`src/rtl/mem_port_arbiter.sv`:
```
// mem_port_arbiter: shares one synchronous RAM port between instruction fetch and the data stage.
module mem_port_arbiter #(
    parameter int ADDR_W     = 10,
    parameter int DATA_W     = 32,
    parameter int STARVE_MAX = 4
) (
    input  logic              sysclk,
    input  logic              cpu_reset,
    input  logic              if_req,
    input  logic [ADDR_W-1:0] if_addr,
    output logic              if_gnt,
    output logic              if_rvalid,
    output logic [DATA_W-1:0] if_rdata,
    input  logic              dm_req,
    input  logic              dm_we,
    input  logic [ADDR_W-1:0] dm_addr,
    input  logic [DATA_W-1:0] dm_wdata,
    output logic              dm_gnt,
    output logic              dm_rvalid,
    output logic [DATA_W-1:0] dm_rdata,
    output logic              ram_en,
    output logic              ram_we,
    output logic [ADDR_W-1:0] ram_addr,
    output logic [DATA_W-1:0] ram_wdata,
    input  logic [DATA_W-1:0] ram_rdata,
    output logic              stall_if,
    input  logic              halt,
    output logic              halted
);
    typedef enum logic [1:0] {RUN, DRAIN, HALTED} state_t;
    state_t     state_q, state_d;
    logic [3:0] starve_q, starve_d;
    logic       rd_pend_q, rd_pend_d, rd_owner_q, rd_owner_d;
    logic       run, if_win, rd_gnt;
    always_comb begin
        run        = (state_q == RUN) & ~cpu_reset;
        if_win     = if_req & (~dm_req | (starve_q == 4'(STARVE_MAX)));
        if_gnt     = run & if_win;
        dm_gnt     = run & dm_req & ~if_win;
        stall_if   = if_req & ~if_gnt & ~cpu_reset;
        ram_en     = if_gnt | dm_gnt;
        ram_we     = dm_gnt & dm_we;
        ram_addr   = if_gnt ? if_addr : dm_gnt ? dm_addr : '0;
        ram_wdata  = ram_en ? dm_wdata : '0;
        rd_gnt     = if_gnt | (dm_gnt & ~dm_we);
        rd_pend_d  = rd_gnt;
        rd_owner_d = rd_gnt ? dm_gnt : rd_owner_q;
        starve_d   = (if_gnt | ~if_req) ? 4'd0 :
                     (dm_gnt && starve_q < 4'(STARVE_MAX)) ? starve_q + 4'd1 : starve_q;
        // DRAIN never grants, so it leaves as soon as the last read has returned
        state_d    = (state_q == RUN && halt) ? DRAIN :
                     (state_q == DRAIN && !rd_pend_d) ? HALTED : state_q;
        if_rvalid  = rd_pend_q & ~rd_owner_q & ~cpu_reset;
        dm_rvalid  = rd_pend_q & rd_owner_q & ~cpu_reset;
        if_rdata   = if_rvalid ? ram_rdata : '0;
        dm_rdata   = dm_rvalid ? ram_rdata : '0;
        halted     = (state_q == HALTED) & ~cpu_reset;
    end
    always_ff @(posedge sysclk) begin
        if (cpu_reset) begin
            state_q    <= RUN;
            starve_q   <= 4'd0;
            rd_pend_q  <= 1'b0;
            rd_owner_q <= 1'b0;
        end else begin
            state_q    <= state_d;
            starve_q   <= starve_d;
            rd_pend_q  <= rd_pend_d;
            rd_owner_q <= rd_owner_d;
        end
    end
endmodule

```
`config.mk`:
```
export PLATFORM = sky130hd
export DESIGN_NAME = mem_port_arbiter
export DESIGN_NICKNAME = d
export VERILOG_FILES = /design/src/rtl/mem_port_arbiter.sv
export SDC_FILE = /design/constraint.sdc
export NUM_CORES = 1
export LEC_CHECK = 0
export CAP_MARGIN = 20
export CORE_MARGIN = 4
export CORE_UTILIZATION = 24
export DETAILED_ROUTE_END_ITERATION = 7
export PLACE_DENSITY = 0.87
export RECOVER_POWER = 100
export SYNTH_ARGS = -nofsm -noshare
export SYNTH_HDL_FRONTEND = slang
export SYNTH_SLANG_ARGS = --single-unit
```
`constraint.sdc`:
```
create_clock -name sysclk -period 2.61 [get_ports sysclk]
set_input_delay 0.261 -clock sysclk [delete_from_list [all_inputs] [get_ports sysclk]]
set_output_delay 0.261 -clock sysclk [all_outputs]
set_load 0.01 [all_outputs]
```
==> run metrics, run 1 <==
clock root buffer=clkbuf_8; die width=80.8 um; Async SR Flop Fraction=0%; Final period util=93.2%; Final Setup Violations=0; CTS tree=done; detailed-placement wirelength estimate=6.24 mm; worst slew pin tran=0.472 ns; Final WS setup=0.178 ns; GPL Wtd Cong=0.795; startpoint types=input pin; CTS resizes=0; Arr. time, crit path=2.17 ns; Yosys top cell area share=47.7%; Hold WC Path Type=reg2reg; worst vdd rail ir drop=0.291 mV; fmax=411 MHz; worst-path fanout max=33; Port Buffer Count=203; headroom to the max-slew limit=68.5%; RSZ-0062 raised after global routing=no; Num CTS Buffers=3; Syn. warnings=0; min Tclk post-route=2.43 ns; status=complete, no violations; number of synthesized flops with an enable pin=0; number of global-route vias before repair=1926; Die ar.=6530 um^2; GRT overflow=0; Residual DRC=0; filler cell count=447; Vias=2014; most frequent cell after synthesis=and2_1; Synth Cell Area=1270 um^2; Final Max Tran Viols=0; DP Worst Slack=0.242 ns; maxcap violations=0; layout cells sized above 1=3.07%; Die H=80.8 um; Synth Register Bits=8; boundary pin count=204; DR vias/cell=4.37; CP Capture Type=primary output; wire per inst=15.4 um; worst-case clock buffer depth=2; cells after synthesis=193; largest net degree at the start of global routing=34; post-synthesis sequential area ratio=12.6%; CTS clock-pin slew for the worst setup and hold paths=0.04 ns; GRT Resource Usage Total=20.0%; Final nets=485; PwrDens=203 nW/um^2; leakage power=1.43 nW; FP Rows=26; Final Hold Fails=0; Ant. Diodes=0; Layout Skew=0.00276 ns; CTS H-tree depth=1; Synth Area per Inst=6.59 um^2; ys flop type=dfxtp_1; library cells used by synthesis=27; Yosys top cell by area=and2_1; total negative slack=0 ns; top post-synthesis cells by area=and2_1 48%, dfxtp_1 13%, nand2_1 7.1%; top post-synthesis cells by count=97 x and2_1, 24 x nand2_1, 10 x o22ai_1, 8 x dfxtp_1, 7 x clkbuf_1; Area growth, synth to finish=170%; WP data required=2.35 ns; clock tree sinks=8; initial core utilization=24.9%; drt pass-1 iters=4; syn_nets=285; crit path kind=in2out; Worst-Skew Late Latency=0.23 ns; Iter 0 DRT Violations=54; initial antenna violation count=0; cts hold-fix bufs=0; core area=5110 um^2; first-pass GRT wire length=10.1 mm; setup bufs post-CTS=0; drt total wl=7.09 mm; Antenna Nets Post-Route=0
-- critical path, stage by stage --
cell and delay [ns]:
dlygate4sd3_1 0.69, inv_1 0.15, a21oi_4 0.16, buf_12 0.17
and2_1 0.13, dlygate4sd3_1 0.60
-- layout make-up --
class,instances,area [um^2],area share [%]
Multi-Input combinational cell,164,1000,29.3
Clock buffer,3,41.3,1.20
Timing Repair Buffer,210,2110,61.7
Inverter,6,22.5,0.657
Sequential cell,8,160,4.67
Tap cell,70,87.6,2.55
-- cell families after synthesis --
group | share of synthesized area [%]
AOI/OAI and AO/OA | 13.7
DFF | 12.6
and+or+nand+nor | 62.8
adders and majority gates | 1.97
buffers and inverters | 8.95
-- power breakdown --
group	internal (mW)	switching, mW	leakage (nW)	total (mW)
Combinational	0.263	0.152	1.35	0.414
Sequential	0.128	0.00525	0.0652	0.133
Clock	0.100	0.0496	0.0216	0.150
-- placed cells by master (no fill, tap or decap), drive strengths merged, types with 3 or more instances in the layout --
cell type and count:
a21o 3, buf 5, clkbuf 5, clkdlybuf4s50 161
o22ai 10, nor2 5, dfxtp 8, inv 6
and2 97, a21oi 5, nand2 24, dlygate4sd3 42
-- registers in the layout, summed over array words and instances (netlist names) --
name        count
rd_pend_q       1
state_q         2
rd_owner_q      1
starve_q        4
-- metrics by stage --
step	total power [mW]	cells	cell area [um^2]	hold WS [ns]	util (%)
floorplan	0.280	193	1270	0.367	-
global placement	0.554	458	3400	0.449	66.5
detailed placement	0.563	458	3400	0.453	66.5
CTS	0.717	461	3440	0.459	67.3
global route	0.743	461	3430	0.478	67.1
finish	0.697	461	3430	0.458	67.1
-- layer usage --
layer  GRT usage (%)  up-vias  part of all wire (%)
met5               0        -                     0
met3            6.87       20                    11
met4            8.61        0                   4.1
li1                -     1018                     -
met2            38.5      106                    51
met1            18.8      870                    34
-- final timing paths --
kind / endpoint / cells after the start / slack (ns) / from
worst min-delay path: starve_q[3]$_SDFFE_PN0P_ / 2 / 0.46 / starve_q[3]$_SDFFE_PN0P_
worst min register to register: starve_q[3]$_SDFFE_PN0P_ / 2 / 0.46 / starve_q[3]$_SDFFE_PN0P_
worst max-delay path: ram_wdata[15] / 6 / 0.18 / dm_req
worst max register to register: starve_q[0]$_SDFFE_PN0P_ / 5 / 1.07 / state_q[0]$_SDFFE_PP0P_
No activity file was read; power rests on OpenSTA's default activity.
==> inputs of run 2 (changes only) <==
- CORE_ASPECT_RATIO: default -> 1.4
- RECOVER_POWER: 100 -> 25
==> run 2 against run 1 <==
  * Clock-buffer cell count stayed put
  * Critical endpoint is now dm_rdata[30]
  * Sequential share of layout area hardly changed
  * Highest routed layer unchanged
  * Sequential cell count stayed put
==> run metrics, run 2 (synthesized netlist as in run 1, its figures left out) <==
status=complete, no violations (unchanged); Vias=1975 (was 2014); sw frac=29.1% (was 29.6%); most common cell after layout, fill and taps aside=clkdlybuf4s50_1 (unchanged); hold endpoint=starve_q[3]$_SDFFE_PN0P_ (unchanged); crit-path max cell delay=0.51 ns (was 0.69 ns); Port Buffer Count=203 (unchanged); DR vias/cell=4.32 (was 4.37); worst-path fanout max=33 (unchanged); Final WS setup=0.223 ns (was 0.178 ns); Iter 0 DRT Violations=47 (was 54); fmax=419 MHz (was 411 MHz); drt pass-1 iters=4 (unchanged); worst reg2reg path endpoint=starve_q[0]$_SDFFE_PN0P_ (unchanged); Reg2Reg Depth=5 (unchanged); area post-placement=3390 um^2 (was 3400 um^2); most frequent CP cell=clkdlybuf4s50_1 (was dlygate4sd3_1); CTS tree=done (unchanged); startpoint types=input pin (unchanged); CTS clock-pin slew for the worst setup and hold paths=0.04 ns (about the same); post-route cell area=3420 um^2 (was 3430 um^2); total negative slack=0 ns (unchanged); crit path kind=in2out (unchanged); Final Setup Violations=0 (unchanged); wire per inst=14.5 um (was 15.4 um); reg-to-reg slack, setup=1.05 ns (was 1.07 ns); worst vdd rail ir drop=0.274 mV (was 0.291 mV); Antenna Nets Post-Route=0 (unchanged); Final nets=485 (unchanged); initial antenna violation count=0 (unchanged); worst slew pin tran=0.469 ns (was 0.472 ns); boundary pin count=204 (unchanged); DP Worst Slack=0.265 ns (was 0.242 ns); CTS H-tree depth=1 (unchanged); sequential share of power=19.1% (about the same); initial core utilization=24.7% (was 24.9%); layout cells sized above 1=3.07% (unchanged); GRT Resource Usage Total=18.2% (was 20.0%); RSZ-0062 raised after global routing=no (unchanged); leakage power=1.34 nW (was 1.43 nW); Regs by FF count=starve_q x4, state_q x2 (unchanged); hold_sp=starve_q[3]$_SDFFE_PN0P_ (unchanged); FP Rows=31 (was 26); Final period util=91.4% (was 93.2%); Arr. time, crit path=2.13 ns (was 2.17 ns); commonest non-fill, non-tap cells in the layout=190 x clkdlybuf4s50_1, 97 x and2_1, 24 x nand2_1 (was 161 x clkdlybuf4s50_1, 97 x and2_1, 42 x dlygate4sd3_1); CTS resizes=0 (unchanged); clock tree sinks=8 (unchanged); die width=69.5 um (was 80.8 um); min Tclk post-route=2.39 ns (was 2.43 ns); worst-case clock buffer depth=2 (unchanged); GPL Wtd Cong=0.824 (was 0.795); largest net degree at the start of global routing=34 (unchanged); PwrDens=204 nW/um^2 (was 203 nW/um^2); Final Hold Fails=0 (unchanged); Clock power frac=21.1% (was 21.5%); drt total wl=6.64 mm (was 7.09 mm); Logic pwr share=59.8% (was 59.4%); Die ar.=6550 um^2 (was 6530 um^2); Cell Int Power=496 uW (was 491 uW); maxcap violations=0 (unchanged); Hold WC Path Type=reg2reg (unchanged); cts hold-fix bufs=0 (unchanged); headroom to the max-slew limit=68.6% (was 68.5%); WP data required=2.35 ns (about the same); clock root buffer=clkbuf_8 (unchanged); Area growth, synth to finish=169% (was 170%); core area=5160 um^2 (was 5110 um^2); first-pass GRT wire length=9.49 mm (was 10.1 mm); Ant. Diodes=0 (unchanged); Crit-path slowest cell=clkdlybuf4s50_1 (was dlygate4sd3_1); net switching power=203 uW (was 206 uW); Die H=94.2 um (was 80.8 um); Layout Skew=0.00110 ns (was 0.00276 ns); Num CTS Buffers=3 (unchanged); detailed-placement wirelength estimate=5.84 mm (was 6.24 mm); Residual DRC=0 (unchanged); crit path cell chain=clkdlybuf4s50_1 -> clkbuf_1 -> and3b_1 -> buf_12 -> and2_1 -> clkdlybuf4s50_1 (was dlygate4sd3_1 -> inv_1 -> a21oi_4 -> buf_12 -> and2_1 -> dlygate4sd3_1); Reg with most FFs=starve_q (unchanged); Worst R2R Start=state_q[0]$_SDFFE_PP0P_ (unchanged); number of global-route vias before repair=1880 (was 1926); Worst-Skew Late Latency=0.23 ns (about the same); max reg flops=4 (unchanged); Final Max Tran Viols=0 (unchanged); hold path depth=2 (unchanged); CP Capture Type=primary output (unchanged); GRT overflow=0 (unchanged); setup bufs post-CTS=0 (unchanged)
==> run 2: changes by cell type in the layout (fill, tap and decap cells not counted) <==
| cell | before | now |
|---|---|---|
| clkdlybuf4s50_1 | 161 | 190 |
| dlygate4sd3_1 | 42 | 13 |
==> run 2: worst max path at each step <==
stage	from	to	slack, ns	depth (start not counted)
final	cpu_reset	dm_rdata[30]	0.22	6
after global routing	cpu_reset	ram_addr[3]	0.1	7
after global placement	cpu_reset	ram_wdata[12]	0.27	6
after detailed placement	cpu_reset	ram_wdata[15]	0.27	6
after CTS	cpu_reset	ram_wdata[25]	0.25	6
after floorplan	starve_q[0]$_SDFFE_PN0P_	ram_addr[1]	1.09	6
==> run 2: critical path, delay by kind of cell <==
family | cells | cell delay [ns]
AND/OR/NAND/NOR | 2 | 0.40
buffers and inverters | 4 | 1.46
==> run 2: routing by layer <==
layer	vias to the layer above	wire length, um	GRT usage (%)
met3	15	665	6.00
met1	817	2370	17.3
met2	124	3430	35.9
li1	1019	-	-
met4	0	173	6.51
met5	-	0	0
==> run 2: per-stage QoR <==
step                      utilization (%)  std cells  hold slack (ns)  total power, mW
final                                66.4        457            0.479            0.699
after CTS                            66.5        457            0.471            0.710
after global placement               65.7        454            0.451            0.555
after floorplan                         -        193            0.367            0.280
after detailed placement             65.7        454            0.466            0.560
after global routing                 66.4        457            0.480            0.740
==> run 2: area by class of cell <==
cell class              count  area, um^2
clock buffers               3        41.3
flip-flops and latches      8         160
multi-input cells         164        1000
repair buffers            210        2110
fillers                   448        1730
inverters                   6        22.5
well taps                  66        82.6
==> run 2: power groups by stage <==
stage | sequential [mW] | combinational [mW] | clock (mW)
final | 0.134 | 0.418 | 0.147
after detailed placement | 0.136 | 0.424 | 0
after floorplan | 0.134 | 0.147 | 0
after global routing | 0.135 | 0.446 | 0.160
after CTS | 0.134 | 0.427 | 0.149
after global placement | 0.135 | 0.420 | 0
